[src/rtl/eq_pkg.sv]
// Shared types and helpers for the band-EQ mixing engine: FSM states,
// gain shift derivation and saturation limits.
package eq_pkg;

  typedef enum logic [1:0] {
    ST_IDLE = 2'd0,
    ST_MAC  = 2'd1,
    ST_VOL  = 2'd2,
    ST_DONE = 2'd3
  } eq_state_t;

  // Gain of 2^(POT_W-1) is unity, so the product is shifted back by POT_W-1.
  function automatic int gain_shift(input int pot_w);
    return pot_w - 1;
  endfunction

  function automatic longint sat_max(input int dw);
    return (longint'(1) <<< (dw - 1)) - longint'(1);
  endfunction

  function automatic longint sat_min(input int dw);
    return -(longint'(1) <<< (dw - 1));
  endfunction

endpackage

[src/rtl/eq_mul_shift.sv]
// Signed sample times unsigned gain, floored back to sample scale.
// The result carries two guard bits so callers can detect clipping.
module eq_mul_shift
  import eq_pkg::*;
#(
  parameter int DW    = 16,
  parameter int POT_W = 12
) (
  input  logic signed [DW-1:0]    i_x,
  input  logic        [POT_W-1:0] i_gain,
  output logic signed [DW+1:0]    o_y
);

  localparam int FW = DW + POT_W + 1;
  localparam int SH = gain_shift(POT_W);

  logic signed [FW-1:0] w_x_ext;
  logic signed [FW-1:0] w_g_ext;
  logic signed [FW-1:0] w_full;

  assign w_x_ext = FW'(i_x);
  assign w_g_ext = $signed(FW'(i_gain));
  assign w_full  = w_x_ext * w_g_ext;
  // |x*g| < 2^(DW-1) * 2^POT_W, so after the shift DW+2 bits always suffice.
  assign o_y     = (DW+2)'(w_full >>> SH);

endmodule

[src/rtl/eq_mix_engine.sv]
// Multi-channel band mixer: per-band gains summed per channel, then master
// volume, all through one shared multiplier; one product per cycle.
module eq_mix_engine
  import eq_pkg::*;
#(
  parameter int NUM_CH    = 2,
  parameter int NUM_BANDS = 5,
  parameter int DW        = 16,
  parameter int POT_W     = 12
) (
  input  logic                              clk,
  input  logic                              rst_n,
  input  logic                              band_vld,
  input  logic [NUM_CH*NUM_BANDS*DW-1:0]    band_smpl,
  input  logic [NUM_BANDS*POT_W-1:0]        band_gain,
  input  logic [POT_W-1:0]                  vol_gain,
  output logic [NUM_CH*DW-1:0]              out_smpl,
  output logic                              out_vld,
  output logic                              out_sat,
  output logic                              busy,
  output logic                              overrun
);

  localparam int AW     = DW + 2 + $clog2(NUM_BANDS);
  localparam int PW     = DW + 2;
  localparam int CH_W   = (NUM_CH > 1) ? $clog2(NUM_CH) : 1;
  localparam int BAND_W = (NUM_BANDS > 1) ? $clog2(NUM_BANDS) : 1;

  localparam logic [CH_W-1:0]   LAST_CH   = CH_W'(NUM_CH - 1);
  localparam logic [BAND_W-1:0] LAST_BAND = BAND_W'(NUM_BANDS - 1);

  localparam logic signed [AW-1:0] ACC_MAX = AW'(sat_max(DW));
  localparam logic signed [AW-1:0] ACC_MIN = AW'(sat_min(DW));
  localparam logic signed [PW-1:0] PRD_MAX = PW'(sat_max(DW));
  localparam logic signed [PW-1:0] PRD_MIN = PW'(sat_min(DW));
  localparam logic signed [DW-1:0] OUT_MAX = DW'(sat_max(DW));
  localparam logic signed [DW-1:0] OUT_MIN = DW'(sat_min(DW));

  eq_state_t r_state;
  eq_state_t w_state_next;

  logic [CH_W-1:0]       r_ch;
  logic [BAND_W-1:0]     r_band;
  logic signed [AW-1:0]  r_acc;
  logic                  r_frame_sat;
  logic                  r_out_vld;
  logic                  r_out_sat;
  logic                  r_overrun;

  logic signed [DW-1:0]  w_smpl [NUM_CH][NUM_BANDS];
  logic signed [DW-1:0]  r_smpl [NUM_CH][NUM_BANDS];
  logic [POT_W-1:0]      w_gain [NUM_BANDS];
  logic [POT_W-1:0]      r_gain [NUM_BANDS];
  logic [POT_W-1:0]      r_vol;
  logic signed [DW-1:0]  r_hold [NUM_CH];
  logic signed [DW-1:0]  r_out  [NUM_CH];

  logic signed [DW-1:0]  w_mul_x;
  logic [POT_W-1:0]      w_mul_gain;
  logic signed [PW-1:0]  w_prod;
  logic signed [AW-1:0]  w_prod_ext;
  logic signed [DW-1:0]  w_acc_sat;
  logic signed [DW-1:0]  w_vol_sat;
  logic                  w_acc_clip;
  logic                  w_prod_clip;
  logic                  w_start;

  for (genvar gi = 0; gi < NUM_CH; gi++) begin : g_ch
    for (genvar gj = 0; gj < NUM_BANDS; gj++) begin : g_band
      assign w_smpl[gi][gj] = band_smpl[(gi*NUM_BANDS+gj)*DW +: DW];
    end
    assign out_smpl[gi*DW +: DW] = r_out[gi];
  end

  for (genvar gi = 0; gi < NUM_BANDS; gi++) begin : g_gain
    assign w_gain[gi] = band_gain[gi*POT_W +: POT_W];
  end

  assign w_start = band_vld && (r_state == ST_IDLE);

  always_ff @(posedge clk or negedge rst_n) begin
    if (!rst_n) begin
      r_state <= ST_IDLE;
    end else begin
      r_state <= w_state_next;
    end
  end

  always_comb begin
    w_state_next = r_state;
    case (r_state)
      ST_IDLE: if (band_vld) w_state_next = ST_MAC;
      ST_MAC:  if (r_band == LAST_BAND) w_state_next = ST_VOL;
      ST_VOL:  w_state_next = (r_ch == LAST_CH) ? ST_DONE : ST_MAC;
      ST_DONE: w_state_next = ST_IDLE;
      default: w_state_next = ST_IDLE;
    endcase
  end

  // Frame snapshot: only read after a capture, so it carries no reset.
  always_ff @(posedge clk) begin
    if (w_start) begin
      r_smpl <= w_smpl;
      r_gain <= w_gain;
      r_vol  <= vol_gain;
    end
  end

  // VOL reuses the multiplier with the clipped channel sum as its operand.
  always_comb begin
    if (r_state == ST_VOL) begin
      w_mul_x    = w_acc_sat;
      w_mul_gain = r_vol;
    end else begin
      w_mul_x    = r_smpl[r_ch][r_band];
      w_mul_gain = r_gain[r_band];
    end
  end

  eq_mul_shift #(
    .DW    (DW),
    .POT_W (POT_W)
  ) u_mul (
    .i_x    (w_mul_x),
    .i_gain (w_mul_gain),
    .o_y    (w_prod)
  );

  assign w_prod_ext = AW'(w_prod);

  always_comb begin
    w_acc_clip = 1'b1;
    if (r_acc > ACC_MAX) begin
      w_acc_sat = OUT_MAX;
    end else if (r_acc < ACC_MIN) begin
      w_acc_sat = OUT_MIN;
    end else begin
      w_acc_sat  = DW'(r_acc);
      w_acc_clip = 1'b0;
    end
  end

  always_comb begin
    w_prod_clip = 1'b1;
    if (w_prod > PRD_MAX) begin
      w_vol_sat = OUT_MAX;
    end else if (w_prod < PRD_MIN) begin
      w_vol_sat = OUT_MIN;
    end else begin
      w_vol_sat   = DW'(w_prod);
      w_prod_clip = 1'b0;
    end
  end

  always_ff @(posedge clk or negedge rst_n) begin
    if (!rst_n) begin
      r_ch        <= '0;
      r_band      <= '0;
      r_acc       <= '0;
      r_frame_sat <= 1'b0;
      r_out_vld   <= 1'b0;
      r_out_sat   <= 1'b0;
      r_overrun   <= 1'b0;
      for (int c = 0; c < NUM_CH; c++) begin
        r_hold[c] <= '0;
        r_out[c]  <= '0;
      end
    end else begin
      r_out_vld <= 1'b0;
      r_out_sat <= 1'b0;
      r_overrun <= band_vld && (r_state != ST_IDLE);
      case (r_state)
        ST_IDLE: begin
          if (band_vld) begin
            r_ch        <= '0;
            r_band      <= '0;
            r_acc       <= '0;
            r_frame_sat <= 1'b0;
          end
        end
        ST_MAC: begin
          r_acc  <= r_acc + w_prod_ext;
          r_band <= (r_band == LAST_BAND) ? '0 : r_band + BAND_W'(1);
        end
        ST_VOL: begin
          r_hold[r_ch] <= w_vol_sat;
          r_frame_sat  <= r_frame_sat | w_acc_clip | w_prod_clip;
          r_acc        <= '0;
          if (r_ch == LAST_CH) begin
            // Last channel bypasses its slot so out_smpl is complete on DONE entry.
            for (int c = 0; c < NUM_CH; c++) begin
              r_out[c] <= (c == NUM_CH - 1) ? w_vol_sat : r_hold[c];
            end
            r_out_vld <= 1'b1;
            r_out_sat <= r_frame_sat | w_acc_clip | w_prod_clip;
          end else begin
            r_ch <= r_ch + CH_W'(1);
          end
        end
        default: ;
      endcase
    end
  end

  assign out_vld = r_out_vld;
  assign out_sat = r_out_sat;
  assign busy    = (r_state != ST_IDLE);
  assign overrun = r_overrun;

endmodule

[config.mk]
export PLATFORM = sky130hd
export DESIGN_NAME = eq_mix_engine
export DESIGN_NICKNAME = d
export VERILOG_FILES = /design/src/rtl/eq_pkg.sv /design/src/rtl/eq_mul_shift.sv /design/src/rtl/eq_mix_engine.sv
export SDC_FILE = /design/constraint.sdc
export NUM_CORES = 1
export LEC_CHECK = 0
export CAP_MARGIN = 25
export CORE_UTILIZATION = 45
export DETAILED_ROUTE_END_ITERATION = 8
export PLACE_DENSITY = 0.78
export SYNTH_ARGS = -nofsm -noshare
export SYNTH_HDL_FRONTEND = slang
export SYNTH_SLANG_ARGS = --single-unit
[constraint.sdc]
create_clock -name clk -period 9.6 [get_ports clk]
set_clock_uncertainty 0.2 [all_clocks]
set_input_delay 0.96 -clock clk [delete_from_list [all_inputs] [get_ports clk]]
set_output_delay 0.96 -clock clk [all_outputs]
set_load 0.03 [all_outputs]
---- Word-level counts from Yosys, hierarchy flattened ----
Cells that the tools add are included.
word-level totals
  register bits after elaboration ......... 327
  input port bits ......................... 235
  output and inout bits ................... 36
  logic and storage cells ................. 101
cells by class
  $add $sub $neg .......................... 3
  $mul .................................... 1
  $lt $le $gt $ge ......................... 7
  equality and inequality tests ........... 6
  multiplexer cells ....................... 39
  bitwise gates (word level) .............. 4
  reduce and logical (&&, ||, !) cells .... 13
operators by type and width
  operator                                                                            count
  80-bit 2-to-1 mux                                                                   3
  16-bit 2-to-1 mux                                                                   8
  21-bit case mux with 3 select lines                                                 1
  16-bit binary-select mux with 3-bit select                                          1
  12-bit binary-select mux with 3-bit select                                          1
  12-bit 2-to-1 mux                                                                   3
  32-bit bitwise mux                                                                  1
  16-bit by 13-bit multiplier with 29-bit output                                      1
  21-bit by 18-bit adder with 21-bit output                                           1
  21-bit by 16-bit greater-than comparator with 1-bit output (second input constant)  1
  21-bit by 16-bit < comparator with 1-bit output (second input constant)             1
  21-bit 2-to-1 mux                                                                   1
  18-bit by 16-bit greater-than comparator with 1-bit output (second input constant)  1
  18-bit by 16-bit < comparator with 1-bit output (second input constant)             1
  16-bit demux with 1-bit select                                                      1
  1-bit 2-to-1 mux                                                                    10
  2-bit AND reduction                                                                 5
  2-bit case mux with 4 select lines                                                  1
  2-bit 2-to-1 mux                                                                    3
  3-bit 2-to-1 mux                                                                    2
  3-bit case mux with 2 select lines                                                  1
  2-bit nonzero test                                                                  3
  2-bit == test (second input constant)                                               2
  4-bit >= comparator (second input constant)                                         1
  14 further kinds                                                                    19

---- Depth between registers and ports, before layout ----
Gate-level depths: netlist of run 1.
  depth in word-level cells ............... 15
  mapped depth ............................ 42
  gate-level depth less buffers ........... 38

---- Modules after synthesis ----
A second synthesis of run 1 with hierarchy kept.
second synthesis, totals
  cells, all modules ...................... 1687
  area, all modules ....................... 20056.7 sq um
by module, submodules not included
  module         times used  cells each  area an instance (sq um)  seq. area each (sq um)
  eq_mix_engine  1           870         12974.9                   8943.6
  eq_mul_shift   1           817         7081.8                    0.0

---- Worst setup path after synthesis of run 1 ----
No wires, ideal clock.
  path kind ............................... register to register
  start ................................... register r_ch
  end ..................................... register r_acc[20]
  library setup time ...................... 0.076 ns
  data arrival time ....................... 9.383 ns
  data required time ...................... 9.324 ns
  slack ................................... -0.059 ns
  stages on the path, launching flop included .. 40
  path buffers ............................ 3
  cells stage by stage .................... dfrtp_1 buf_6 buf_2 buf_1 mux4_2 nand2_1 a21oi_1 o21ai_0 nor2_1 fa_1 inv_1 fa_1 inv_1 fa_1 fa_1 inv_1 fa_1 inv_1 [... 4 more ...] o31a_1 nor2_1 a31oi_1 o21ai_1 a21boi_0 or3_1 and2_1 ha_1 a21o_1 a21o_1 a21oi_1 nor2b_1 a211o_1 a41o_1 o41a_1 xnor2_1 or3_1 o21ai_1
on the way
  longest elaborated chain between the ends .. 11
RTL lines
  item                                                    line                  text
  from (decl)                                             eq_mix_engine.sv:42   logic [CH_W-1:0] r_ch;
  from (signal assigned)                                  eq_mix_engine.sv:197  r_ch <= r_ch + CH_W'(1);
  1-bit inverter with 2-bit output (implied by the code)  eq_mix_engine.sv:115  w_mul_x = r_smpl[r_ch][r_band];
  80-bit 2-to-1 mux (implied by the code) (3 in series)   eq_mix_engine.sv:115
  16-bit binary-select mux with 3-bit select              eq_mix_engine.sv:115
  16-bit 2-to-1 mux (implied by the code) (2 in series)   eq_mix_engine.sv:115
  16-bit 2-to-1 mux                                       eq_mix_engine.sv:111  if (r_state == ST_VOL) begin
  16-bit by 13-bit multiplier with 29-bit output          eq_mul_shift.sv:23    assign w_full = w_x_ext * w_g_ext;
  21-bit by 18-bit adder with 21-bit output               eq_mix_engine.sv:182  r_acc <= r_acc + w_prod_ext;
  21-bit case mux with 3 select lines                     eq_mix_engine.sv:172  case (r_state)
  to (signal assigned)                                    eq_mix_engine.sv:182
  to (decl)                                               eq_mix_engine.sv:44   logic signed [AW-1:0] r_acc;
No other way between the ends. The select of a mux whose other input is x is not followed.
A chain may end at the register's enable or synchronous reset.

---- Final worst setup path of run 1 ----
Ends and elaborated chain as after synthesis.

==> flow_results.xml, run 1 <==
<?xml version="1.0" encoding="UTF-8"?>
<metrics>
  <group name="outcome">
    <metric name="status" unit="">finished clean</metric>
  </group>
  <group name="critical_path">
    <metric name="cp_top_family" unit="">adder cells</metric>
    <metric name="path_buf_inv" unit="">6</metric>
    <metric name="critPathArrivalTime" unit="ns">9.64</metric>
    <metric name="crit_path_start_kind" unit="">register</metric>
    <metric name="cp.required" unit="ns">9.87</metric>
    <metric name="critPathMostFrequentCell" unit="">sky130_fd_sc_hd__fa_1</metric>
    <metric name="worst_path_max_delay_cell" unit="">sky130_fd_sc_hd__fa_1</metric>
    <metric name="slowest_delay" unit="ns">0.56</metric>
    <metric name="critical_path.endpoint_type" unit="">register</metric>
    <metric name="path_class" unit="">register to register</metric>
    <metric name="critical_path.max_fanout" unit="">7</metric>
  </group>
  <group name="die">
    <metric name="die_y" unit="um">213</metric>
    <metric name="io_pins" unit="">271</metric>
    <metric name="floorplan.rows" unit="">77</metric>
    <metric name="die_area" unit="mm^2">0.0455</metric>
    <metric name="dieWidth" unit="um">213</metric>
    <metric name="start_util" unit="">0.456</metric>
    <metric name="design.core.area" unit="mm^2">0.0441</metric>
  </group>
  <group name="timing">
    <metric name="fin_crit_sh" unit="">0.977</metric>
    <metric name="finalWorstSetupSlack" unit="ns">0.225</metric>
    <metric name="timing_worst_slew_pin_value" unit="ns">1.03</metric>
    <metric name="worst_hold_slack_after_final_layout" unit="ns">0.0748</metric>
    <metric name="timing.fmax" unit="MHz">107</metric>
    <metric name="grt_setup_unrepaired" unit="">true</metric>
    <metric name="slew_viol_final" unit="">0</metric>
    <metric name="layout_min_cycle_time" unit="ns">9.38</metric>
    <metric name="max_slew_margin_vs_limit" unit="">0.315</metric>
    <metric name="hold_violations" unit="">0</metric>
    <metric name="final_count_of_negative_setup_slack_endpoints" unit="">0</metric>
  </group>
  <group name="final_layout">
    <metric name="layout-drive-gt1-share" unit="">0.156</metric>
    <metric name="layout.filler_cells" unit="">3507</metric>
    <metric name="area_delta_synth_final" unit="%">28.4</metric>
    <metric name="final_design_area_no_fill" unit="mm^2">0.0258</metric>
    <metric name="instances_no_fill" unit="">2702</metric>
    <metric name="final_net_count" unit="">2586</metric>
  </group>
  <group name="clocking">
    <metric name="clkSinkCount" unit="">311</metric>
    <metric name="cts-htree-levels" unit="">1</metric>
    <metric name="clkLatencyLatePin" unit="ns">0.55</metric>
    <metric name="max-clock-path-buffers" unit="">3</metric>
    <metric name="cts_tree" unit="">yes</metric>
    <metric name="clkTransAtPathRegs" unit="ns">0.07</metric>
    <metric name="cts_root_buffer_type" unit="">sky130_fd_sc_hd__clkbuf_16</metric>
    <metric name="cts_buffers" unit="">29</metric>
  </group>
  <group name="yosys">
    <metric name="postSynthAreaPerCell" unit="um^2">11.6</metric>
    <metric name="ys_seq_area_frac" unit="">0.445</metric>
    <metric name="post-synth-top-area-cell" unit="">sky130_fd_sc_hd__edfxtp_1</metric>
    <metric name="ys_dominant_reg_cell" unit="">sky130_fd_sc_hd__edfxtp_1</metric>
    <metric name="synth_edf_count" unit="">232</metric>
    <metric name="ys_warn_count" unit="">0</metric>
    <metric name="netlist.area_leader.share" unit="">0.346</metric>
    <metric name="synthesis.instances" unit="">1728</metric>
    <metric name="synth.ff_latch_count" unit="">311</metric>
    <metric name="synthesis.nets" unit="">2226</metric>
    <metric name="synthesis.area" unit="mm^2">0.0201</metric>
    <metric name="synth.distinct_cells" unit="">71</metric>
    <metric name="synth_area_leaders" unit="">sky130_fd_sc_hd__edfxtp_1, sky130_fd_sc_hd__fa_1, sky130_fd_sc_hd__dfrtp_1</metric>
    <metric name="synth-async-reset-ratio" unit="">0.254</metric>
  </group>
  <group name="drt">
    <metric name="initialDrtViolationCount" unit="">1156</metric>
    <metric name="postRouteWirelength" unit="mm">53.9</metric>
    <metric name="route.detailed.vias_per_inst" unit="">5.29</metric>
    <metric name="vias" unit="">14299</metric>
    <metric name="firstDrtPassIters" unit="">8</metric>
    <metric name="postRouteAntennaNets" unit="">0</metric>
    <metric name="drt_drc_violations_left" unit="">0</metric>
    <metric name="route.detailed.wl_per_inst" unit="um">19.9</metric>
  </group>
  <group name="placement">
    <metric name="post-place-ws" unit="ns">-0.277</metric>
    <metric name="place_congestion" unit="">0.967</metric>
    <metric name="dpl-instance-area" unit="mm^2">0.0241</metric>
    <metric name="placed_cells" unit="">2620</metric>
    <metric name="io_buffers" unit="">270</metric>
    <metric name="dp_hpwl" unit="mm">41.9</metric>
  </group>
  <group name="global_route">
    <metric name="grt_start_max_net_pins" unit="">156</metric>
    <metric name="grt_pass1_wl" unit="mm">81.8</metric>
    <metric name="initial_antenna_violation_count" unit="">2</metric>
    <metric name="gr-usage-all-layers" unit="">0.236</metric>
    <metric name="grt_overflow" unit="">0</metric>
    <metric name="vias_in_the_first_global_route" unit="">15137</metric>
  </group>
  <group name="run">
    <metric name="cap_viol_max_count" unit="">0</metric>
  </group>
  <group name="hold_path">
    <metric name="min-delay-path-class" unit="">input port to asynchronous set/reset pin</metric>
  </group>
</metrics>
## timing repair
| action | CTS | global route |
|---|---|---|
| pin swaps | 0 | 30 |
| gates resized for setup | 7 | 101 |
| cloned | 0 | 4 |
| setup buffers | 0 | 25 |
| hold buffers | 0 | 0 |
| setup endpoints to repair | 1 | 5 |
## worst reg2reg max path, delay by kind of cell, from the launching register on
| kind | cells | cell delay, ns |
|---|---|---|
| simple gates | 8 | 1.37 |
| mux | 1 | 0.55 |
| compound gates | 16 | 2.87 |
| xor+xnor | 1 | 0.16 |
| flops | 1 | 0.55 |
| buf+inv | 6 | 0.52 |
| fa+ha+maj | 7 | 3.09 |
## layout make-up
cell class | count | area [um^2] | area share
multi-input cells | 1081 | 10300 | 0.399
flip-flops and latches | 311 | 8950 | 0.347
repair buffers | 401 | 3850 | 0.149
inverters | 264 | 998 | 0.0387
well taps | 592 | 741 | 0.0287
clock buffers | 31 | 733 | 0.0284
clock inverters | 20 | 236 | 0.00916
diodes | 2 | 5.00 | 0.000194
## through the flow
stage | setup TNS [ns] | utilization
2_1_floorplan | 0 | -
3_3_place_gp | -0.121 | 0.546
3_5_place_dp | -0.277 | 0.546
4_1_cts | 0 | 0.569
5_1_grt | -0.119 | 0.585
6_report | 0 | 0.585
## final timing paths
kind | end | depth (start not counted) | startpoint | slack (ns)
setup / recovery | r_acc[20]$_DFFE_PN0P_ | 39 | r_ch$_DFFE_PN0P_ | 0.22
hold / removal | out_smpl[5]$_DFFE_PN0P_ | 1 | rst_n | 0.07
setup reg to reg | r_acc[20]$_DFFE_PN0P_ | 39 | r_ch$_DFFE_PN0P_ | 0.22
hold reg to reg | out_smpl[26]$_DFFE_PN0P_ | 2 | out_smpl[26]$_DFFE_PN0P_ | 0.28
max in group asynchronous | r_ch$_DFFE_PN0P_ | 2 | rst_n | 7.99
min in group clk | out_smpl[26]$_DFFE_PN0P_ | 2 | out_smpl[26]$_DFFE_PN0P_ | 0.28
## sequential cells by signal, indices dropped and copies added, names as in the netlist
signal / cells
r_smpl: 160
r_gain: 60
out_smpl: 32
r_acc: 21
r_hold: 16
r_vol: 12
r_band: 3
r_state: 2
out_sat: 1
out_vld: 1
overrun: 1
r_ch: 1
r_frame_sat: 1
## synth_stat cells (all sizes together) (6+ instances only)
cell / count
a21o: 15
a21oi: 85
a221oi: 8
and2: 19
buf: 15
clkbuf: 57
dfrtp: 79
edfxtp: 232
fa: 178
ha: 85
inv: 263
mux2: 23
mux2i: 14
mux4: 42
nand2: 218
nand2b: 7
nand3: 18
nor2: 100
nor2b: 38
nor3: 17
o21a: 13
o21ai: 80
o21bai: 6
xnor2: 22
xor2: 18
## metal layers
layer	routed length, um	up-vias	GRT usage
li1	-	6510	-
met5	0	-	0
met1	21100	7166	0.297
met2	27900	528	0.416
met3	3210	95	0.0368
met4	1640	0	0.0744
## cell usage in the layout, fill, tap and decap left out, types with 8 or more instances in the layout
cell type | synthesis | final
sky130_fd_sc_hd__a21o_1 | 15 | 14
sky130_fd_sc_hd__a21oi_1 | 85 | 60
sky130_fd_sc_hd__a21oi_2 | 0 | 17
sky130_fd_sc_hd__a21oi_4 | 0 | 8
sky130_fd_sc_hd__and2_1 | 19 | 17
sky130_fd_sc_hd__buf_4 | 4 | 114
sky130_fd_sc_hd__clkbuf_16 | 0 | 32
sky130_fd_sc_hd__clkdlybuf4s50_1 | 0 | 269
sky130_fd_sc_hd__dfrtp_1 | 79 | 75
sky130_fd_sc_hd__edfxtp_1 | 232 | 232
sky130_fd_sc_hd__fa_1 | 178 | 175
sky130_fd_sc_hd__ha_1 | 85 | 78
sky130_fd_sc_hd__inv_1 | 262 | 258
sky130_fd_sc_hd__mux2_2 | 23 | 23
sky130_fd_sc_hd__mux2i_1 | 14 | 14
sky130_fd_sc_hd__mux4_2 | 42 | 42
sky130_fd_sc_hd__nand2_1 | 218 | 215
sky130_fd_sc_hd__nand3_1 | 18 | 17
sky130_fd_sc_hd__nor2_1 | 98 | 91
sky130_fd_sc_hd__nor2_2 | 1 | 8
sky130_fd_sc_hd__nor2b_1 | 38 | 38
sky130_fd_sc_hd__nor3_1 | 17 | 16
sky130_fd_sc_hd__o21a_1 | 13 | 12
sky130_fd_sc_hd__o21ai_0 | 75 | 64
sky130_fd_sc_hd__o21ai_1 | 5 | 11
sky130_fd_sc_hd__xnor2_1 | 22 | 21
sky130_fd_sc_hd__xor2_1 | 18 | 18
## cell families after synthesis
| kind of cell | count (synthesis) | synth area share |
|---|---|---|
| AND/OR/NAND/NOR | 442 | 0.0986 |
| buffers and inverters | 336 | 0.0641 |
| flip-flops | 311 | 0.445 |
| adder cells (fa/ha/maj) | 263 | 0.230 |
| AO/OA/AOI/OAI | 257 | 0.0783 |
| multiplexers | 79 | 0.0669 |
| XOR/XNOR | 40 | 0.0174 |
Power of run 1 is left out: the tool's default activity adds up to more than one toggle a clock period on the data nets, which glitch-free logic cannot reach.
==> inputs of run 2 (changes only) <==
--- a/config.mk
+++ b/config.mk
@@ -5,10 +5,11 @@
 export SDC_FILE = /design/constraint.sdc
 export NUM_CORES = 1
 export LEC_CHECK = 0
-export CAP_MARGIN = 25
+export ABC_CLOCK_PERIOD_IN_PS = 10900
+export CAP_MARGIN = 20
 export CORE_UTILIZATION = 45
 export DETAILED_ROUTE_END_ITERATION = 8
-export PLACE_DENSITY = 0.78
+export PLACE_DENSITY = 0.75
 export SYNTH_ARGS = -nofsm -noshare
 export SYNTH_HDL_FRONTEND = slang
 export SYNTH_SLANG_ARGS = --single-unit
==> constraint.sdc (replaced) <==
create_clock -name clk -period 10.9 [get_ports clk]
set_clock_uncertainty 0.2 [all_clocks]
set_input_delay 1.09 -clock clk [delete_from_list [all_inputs] [get_ports clk]]
set_output_delay 1.09 -clock clk [all_outputs]
set_load 0.03 [all_outputs]
==> run 2 against run 1 <==
Compared with the run above:
- non-clock buffer count is 81 lower
- first-iteration DRC count is 6.5% lower
- global-route usage hardly changed
- design area is 4.5% lower
- maximum frequency is 10% lower
- register-to-register slack better by 0.26 ns
- worst hold slack better by 0.11 ns
- clock-buffer cell count stayed put
- highest routed layer unchanged
- wire length is 4.2% lower
- core utilization is 2.6 points lower
- sequential cell count stayed put
- die area stayed put
==> flow_results.xml, run 2 (same netlist as run 1, synthesis figures left out) <==
<?xml version="1.0" encoding="UTF-8"?>
<metrics>
  <group name="final_layout">
    <metric name="instances_no_fill" unit="">2620</metric>
    <metric name="max_flop_register" unit="">r_smpl</metric>
    <metric name="largest_reg_flops" unit="">160</metric>
    <metric name="layout.cells.most_common_list" unit="">sky130_fd_sc_hd__clkdlybuf4s50_1, sky130_fd_sc_hd__inv_1, sky130_fd_sc_hd__edfxtp_1</metric>
    <metric name="area_delta_synth_final" unit="%">22.7</metric>
    <metric name="layout.filler_cells" unit="">3675</metric>
    <metric name="final_net_count" unit="">2504</metric>
    <metric name="final_design_area_no_fill" unit="mm^2">0.0247</metric>
    <metric name="layout_commonest_cell" unit="">sky130_fd_sc_hd__clkdlybuf4s50_1</metric>
    <metric name="layout-drive-gt1-share" unit="">0.0868</metric>
  </group>
  <group name="critical_path">
    <metric name="worst_path_max_delay_cell" unit="">sky130_fd_sc_hd__a21oi_1</metric>
    <metric name="rrSetupSlack" unit="ns">0.48</metric>
    <metric name="critPathArrivalTime" unit="ns">10.70</metric>
    <metric name="critical_path.max_fanout" unit="">12</metric>
    <metric name="slowest_delay" unit="ns">0.93</metric>
    <metric name="critPathMostFrequentCell" unit="">sky130_fd_sc_hd__fa_1</metric>
    <metric name="path_class" unit="">register to register</metric>
    <metric name="critical_path.endpoint_type" unit="">register</metric>
    <metric name="crit-reg2reg-launch" unit="">r_acc[17]$_DFFE_PN0P_</metric>
    <metric name="cp.required" unit="ns">11.18</metric>
    <metric name="r2r.worst_path.cells" unit="">35</metric>
    <metric name="worstReg2RegEnd" unit="">r_acc[20]$_DFFE_PN0P_</metric>
    <metric name="crit_path_start_kind" unit="">register</metric>
  </group>
  <group name="drt">
    <metric name="drt_drc_violations_left" unit="">0</metric>
    <metric name="route.detailed.vias_per_inst" unit="">5.36</metric>
    <metric name="firstDrtPassIters" unit="">5</metric>
    <metric name="route.detailed.wl_per_inst" unit="um">19.7</metric>
    <metric name="vias" unit="">14044</metric>
    <metric name="initialDrtViolationCount" unit="">1081</metric>
    <metric name="postRouteWirelength" unit="mm">51.6</metric>
    <metric name="postRouteAntennaNets" unit="">0</metric>
  </group>
  <group name="clocking">
    <metric name="cts-hold-fix-buffers" unit="">0</metric>
    <metric name="clkLatencyLatePin" unit="ns">0.54</metric>
    <metric name="clkTransAtPathRegs" unit="ns">0.06</metric>
    <metric name="max-clock-path-buffers" unit="">3</metric>
    <metric name="cts_buffers" unit="">28</metric>
    <metric name="clkSinkCount" unit="">311</metric>
    <metric name="cts_tree" unit="">yes</metric>
    <metric name="cts_root_buffer_type" unit="">sky130_fd_sc_hd__clkbuf_16</metric>
    <metric name="cts-htree-levels" unit="">1</metric>
  </group>
  <group name="global_route">
    <metric name="gr-usage-all-layers" unit="">0.236</metric>
    <metric name="initial_antenna_violation_count" unit="">1</metric>
    <metric name="vias_in_the_first_global_route" unit="">14827</metric>
    <metric name="grt_start_max_net_pins" unit="">154</metric>
    <metric name="grt_pass1_wl" unit="mm">81.6</metric>
    <metric name="grt_overflow" unit="">0</metric>
  </group>
  <group name="timing">
    <metric name="final.setup.tns" unit="ns">0</metric>
    <metric name="final_count_of_negative_setup_slack_endpoints" unit="">0</metric>
    <metric name="fin_crit_sh" unit="">0.956</metric>
    <metric name="max_slew_margin_vs_limit" unit="">0.248</metric>
    <metric name="timing.fmax" unit="MHz">96.0</metric>
    <metric name="hold_violations" unit="">0</metric>
    <metric name="slew_viol_final" unit="">0</metric>
    <metric name="grt_setup_unrepaired" unit="">false</metric>
    <metric name="timing_worst_slew_pin_value" unit="ns">1.13</metric>
    <metric name="layout_min_cycle_time" unit="ns">10.42</metric>
  </group>
  <group name="die">
    <metric name="dieWidth" unit="um">213</metric>
    <metric name="start_util" unit="">0.456</metric>
    <metric name="floorplan.rows" unit="">77</metric>
    <metric name="die_area" unit="mm^2">0.0455</metric>
    <metric name="io_pins" unit="">271</metric>
    <metric name="die_y" unit="um">213</metric>
    <metric name="design.core.area" unit="mm^2">0.0441</metric>
  </group>
  <group name="placement">
    <metric name="dpl-instance-area" unit="mm^2">0.0236</metric>
    <metric name="placed_cells" unit="">2564</metric>
    <metric name="place_congestion" unit="">0.954</metric>
    <metric name="io_buffers" unit="">270</metric>
    <metric name="dp_hpwl" unit="mm">40.2</metric>
  </group>
  <group name="hold_path">
    <metric name="min-delay-path-class" unit="">input port to asynchronous set/reset pin</metric>
  </group>
  <group name="outcome">
    <metric name="status" unit="">finished clean</metric>
  </group>
  <group name="run">
    <metric name="cap_viol_max_count" unit="">0</metric>
  </group>
</metrics>
run 2: worst max path at each step:
stage | from | endpoint | slack, ns
finish | r_acc[17]$_DFFE_PN0P_ | r_acc[20]$_DFFE_PN0P_ | 0.48
global route | r_acc[18]$_DFFE_PN0P_ | r_acc[20]$_DFFE_PN0P_ | 0.008
CTS | r_ch$_DFFE_PN0P_ | r_acc[20]$_DFFE_PN0P_ | 0.54
detailed placement | r_ch$_DFFE_PN0P_ | r_acc[20]$_DFFE_PN0P_ | 0.61
global placement | r_band[0]$_DFFE_PN0P_ | r_acc[20]$_DFFE_PN0P_ | 0.75
floorplan | r_ch$_DFFE_PN0P_ | r_acc[20]$_DFFE_PN0P_ | 1.24
run 2: layout make-up:
type                    instances  area (um^2)  area share
well taps                     592          741      0.0300
multi-input cells            1081         9890       0.401
inverters                     264          998      0.0405
flip-flops and latches        311         8950       0.363
repair buffers                320         3100       0.126
clock buffers                  31          733      0.0297
clock inverters                20          259      0.0105
diodes                          1         2.50    0.000101
run 2: through the flow:
| step | util | hold slack [ns] | worst slack [ns] |
|---|---|---|---|
| 2_1_floorplan | - | 0.273 | 1.24 |
| 3_3_place_gp | 0.535 | 0.273 | 0.747 |
| 3_5_place_dp | 0.535 | 0.283 | 0.606 |
| 4_1_cts | 0.558 | 0.175 | 0.537 |
| 5_1_grt | 0.559 | 0.192 | 0.00813 |
| 6_report | 0.559 | 0.184 | 0.482 |
run 2: worst max-delay path, delay by kind of cell, from the launching register on:
family          cells  cell delay [ns]
buf+inv             3             0.16
xor+xnor            1             0.14
compound gates     15             4.33
simple gates        9             1.75
flops               1             0.41
fa+ha+maj           7             3.35
run 2: timing repair:
action	CTS	global route
setup endpoints to repair	0	1
gates resized for setup	0	1
buffers inserted	0	1
run 2: per-layer routing:
layer | vias up | part of all wire | track usage
li1 | 6343 | - | -
met1 | 6990 | 0.38 | 0.297
met2 | 602 | 0.50 | 0.404
met3 | 109 | 0.082 | 0.0454
met4 | 0 | 0.039 | 0.0897
met5 | - | 0 | 0
Power of run 2 is left out for the same reason.
==> inputs of run 3 (changes only) <==
--- a/config.mk
+++ b/config.mk
@@ -9,6 +9,7 @@
 export CAP_MARGIN = 20
 export CORE_UTILIZATION = 45
 export DETAILED_ROUTE_END_ITERATION = 8
+export GPL_ROUTABILITY_DRIVEN = 0
 export PLACE_DENSITY = 0.75
 export SYNTH_ARGS = -nofsm -noshare
 export SYNTH_HDL_FRONTEND = slang
==> run 3 against run 2 <==
Compared with the run above:
- register-to-register slack improved by 0.07 ns
- wire length decreased by 1.1%
- sequential share of layout area increased by 0.21 points
- critical path depth increased by 3
- maximum frequency increased by 0.70%
==> flow_results.xml, run 3 (same netlist as run 1, synthesis figures left out) <==
<?xml version="1.0" encoding="UTF-8"?>
<metrics>
  <group name="outcome">
    <metric name="status" unit="">finished clean</metric>
  </group>
  <group name="timing">
    <metric name="timing_worst_slew_pin_value" unit="ns">1.11</metric>
    <metric name="final_count_of_negative_setup_slack_endpoints" unit="">0</metric>
    <metric name="slew_viol_final" unit="">0</metric>
    <metric name="max_slew_margin_vs_limit" unit="">0.258</metric>
    <metric name="grt_setup_unrepaired" unit="">false</metric>
    <metric name="final.setup.tns" unit="ns">0</metric>
    <metric name="timing.fmax" unit="MHz">96.7</metric>
    <metric name="layout_min_cycle_time" unit="ns">10.35</metric>
    <metric name="fin_crit_sh" unit="">0.949</metric>
    <metric name="hold_violations" unit="">0</metric>
  </group>
  <group name="drt">
    <metric name="firstDrtPassIters" unit="">5</metric>
    <metric name="postRouteAntennaNets" unit="">0</metric>
    <metric name="drt_drc_violations_left" unit="">0</metric>
    <metric name="postRouteWirelength" unit="mm">51.0</metric>
    <metric name="route.detailed.wl_per_inst" unit="um">19.5</metric>
    <metric name="vias" unit="">14068</metric>
    <metric name="initialDrtViolationCount" unit="">1119</metric>
    <metric name="route.detailed.vias_per_inst" unit="">5.38</metric>
  </group>
  <group name="die">
    <metric name="die_area" unit="mm^2">0.0455</metric>
    <metric name="dieWidth" unit="um">213</metric>
    <metric name="floorplan.rows" unit="">77</metric>
    <metric name="design.core.area" unit="mm^2">0.0441</metric>
    <metric name="io_pins" unit="">271</metric>
    <metric name="start_util" unit="">0.456</metric>
    <metric name="die_y" unit="um">213</metric>
  </group>
  <group name="final_layout">
    <metric name="layout-drive-gt1-share" unit="">0.0856</metric>
    <metric name="layout.filler_cells" unit="">3659</metric>
    <metric name="layout.cells.most_common_list" unit="">sky130_fd_sc_hd__clkdlybuf4s50_1, sky130_fd_sc_hd__inv_1, sky130_fd_sc_hd__edfxtp_1</metric>
    <metric name="final_net_count" unit="">2499</metric>
    <metric name="max_flop_register" unit="">r_smpl</metric>
    <metric name="layout_commonest_cell" unit="">sky130_fd_sc_hd__clkdlybuf4s50_1</metric>
    <metric name="largest_reg_flops" unit="">160</metric>
    <metric name="area_used_by_multi_input_combinational_logic" unit="mm^2">0.00990</metric>
    <metric name="final-seq-area" unit="mm^2">0.00895</metric>
    <metric name="area_delta_synth_final" unit="%">22.0</metric>
    <metric name="fin_util" unit="">0.556</metric>
  </group>
  <group name="clocking">
    <metric name="cts_buffers" unit="">28</metric>
    <metric name="cts-htree-levels" unit="">1</metric>
    <metric name="cts_root_buffer_type" unit="">sky130_fd_sc_hd__clkbuf_16</metric>
    <metric name="clkLatencyLatePin" unit="ns">0.56</metric>
    <metric name="cts-hold-fix-buffers" unit="">0</metric>
    <metric name="clkSinkCount" unit="">311</metric>
    <metric name="max-clock-path-buffers" unit="">3</metric>
    <metric name="clkTransAtPathRegs" unit="ns">0.07</metric>
    <metric name="cts_tree" unit="">yes</metric>
  </group>
  <group name="critical_path">
    <metric name="slowest_delay" unit="ns">0.72</metric>
    <metric name="r2r.worst_path.cells" unit="">38</metric>
    <metric name="critPathMostFrequentCell" unit="">sky130_fd_sc_hd__fa_1</metric>
    <metric name="critical_path.max_fanout" unit="">21</metric>
    <metric name="crit-reg2reg-launch" unit="">r_band[0]$_DFFE_PN0P_</metric>
    <metric name="critPathArrivalTime" unit="ns">10.64</metric>
    <metric name="cp.required" unit="ns">11.19</metric>
    <metric name="worst_path_max_delay_cell" unit="">sky130_fd_sc_hd__dfrtp_2</metric>
    <metric name="rrSetupSlack" unit="ns">0.55</metric>
    <metric name="path_class" unit="">register to register</metric>
    <metric name="worstReg2RegEnd" unit="">r_acc[20]$_DFFE_PN0P_</metric>
    <metric name="crit_path_start_kind" unit="">register</metric>
    <metric name="critical_path.endpoint_type" unit="">register</metric>
  </group>
  <group name="placement">
    <metric name="io_buffers" unit="">270</metric>
    <metric name="dp_hpwl" unit="mm">40.2</metric>
  </group>
  <group name="global_route">
    <metric name="gr-usage-all-layers" unit="">0.230</metric>
    <metric name="vias_in_the_first_global_route" unit="">14892</metric>
    <metric name="grt_overflow" unit="">0</metric>
    <metric name="grt_pass1_wl" unit="mm">80.2</metric>
    <metric name="grt_start_max_net_pins" unit="">148</metric>
    <metric name="initial_antenna_violation_count" unit="">1</metric>
  </group>
  <group name="hold_path">
    <metric name="min-delay-path-class" unit="">input port to asynchronous set/reset pin</metric>
  </group>
  <group name="run">
    <metric name="cap_viol_max_count" unit="">0</metric>
  </group>
</metrics>
-- run 3: changes by cell type in the layout (fill, tap and decap cells not counted), sizes merged --
cell      previous run  this run
inv                264       265
clkinvlp             2         0
clkbuf              31        35
bufinv               6         2
buf                 51        46
-- run 3: critical path, delay by kind of cell, from the launching register on --
kind	cells	cell delay (ns)
DFF	1	0.72
xor gates and xnor gates	1	0.16
adders and majority gates	7	3.33
buffers and inverters	5	0.82
AOI/OAI and AO/OA	15	3.23
muxes	1	0.30
and+or+nand+nor	9	1.51
-- run 3: layout make-up --
cell class	instances	share of cell area
inverter	264	0.0407
clock buffer	35	0.0304
multi-input combinational	1081	0.404
clock inverter	15	0.00551
tap	592	0.0302
antenna	1	0.000102
sequential	311	0.365
timing repair buffer	315	0.125
-- run 3: worst max path at each step --
stage	start	end	slack (ns)
final	r_band[0]$_DFFE_PN0P_	r_acc[20]$_DFFE_PN0P_	0.55
after global routing	r_band[0]$_DFFE_PN0P_	r_acc[20]$_DFFE_PN0P_	0.02
after CTS	r_band[0]$_DFFE_PN0P_	r_acc[20]$_DFFE_PN0P_	0.47
after detailed placement	r_band[0]$_DFFE_PN0P_	r_acc[20]$_DFFE_PN0P_	0.51
after global placement	r_band[0]$_DFFE_PN0P_	r_acc[20]$_DFFE_PN0P_	0.83
after floorplan	r_ch$_DFFE_PN0P_	r_acc[20]$_DFFE_PN0P_	1.24
-- run 3: repair_timing --
item,in CTS,in global routing
hold endpoints to repair,0,0
setup endpoints to repair,0,1
gates resized for setup,0,6
setup buffers,0,1
-- run 3: metrics by stage --
stage          hold WS (ns)  instance area (um^2)  std cells  worst slack [ns]
3_3_place_gp          0.273                 23600       2561             0.834
4_1_cts               0.214                 24500       2611             0.475
2_1_floorplan         0.273                 20100       1728              1.24
3_5_place_dp          0.270                 23600       2561             0.513
5_1_grt               0.234                 24500       2614            0.0211
6_report              0.227                 24500       2614             0.554
-- run 3: layer usage --
metal	share of wire	GRT usage	vias to the layer above
met1	0.38	0.286	7042
met2	0.51	0.405	604
met3	0.072	0.0369	98
met4	0.033	0.0800	0
met5	0	0	-
li1	-	-	6324
Power of run 3 is left out for the same reason.
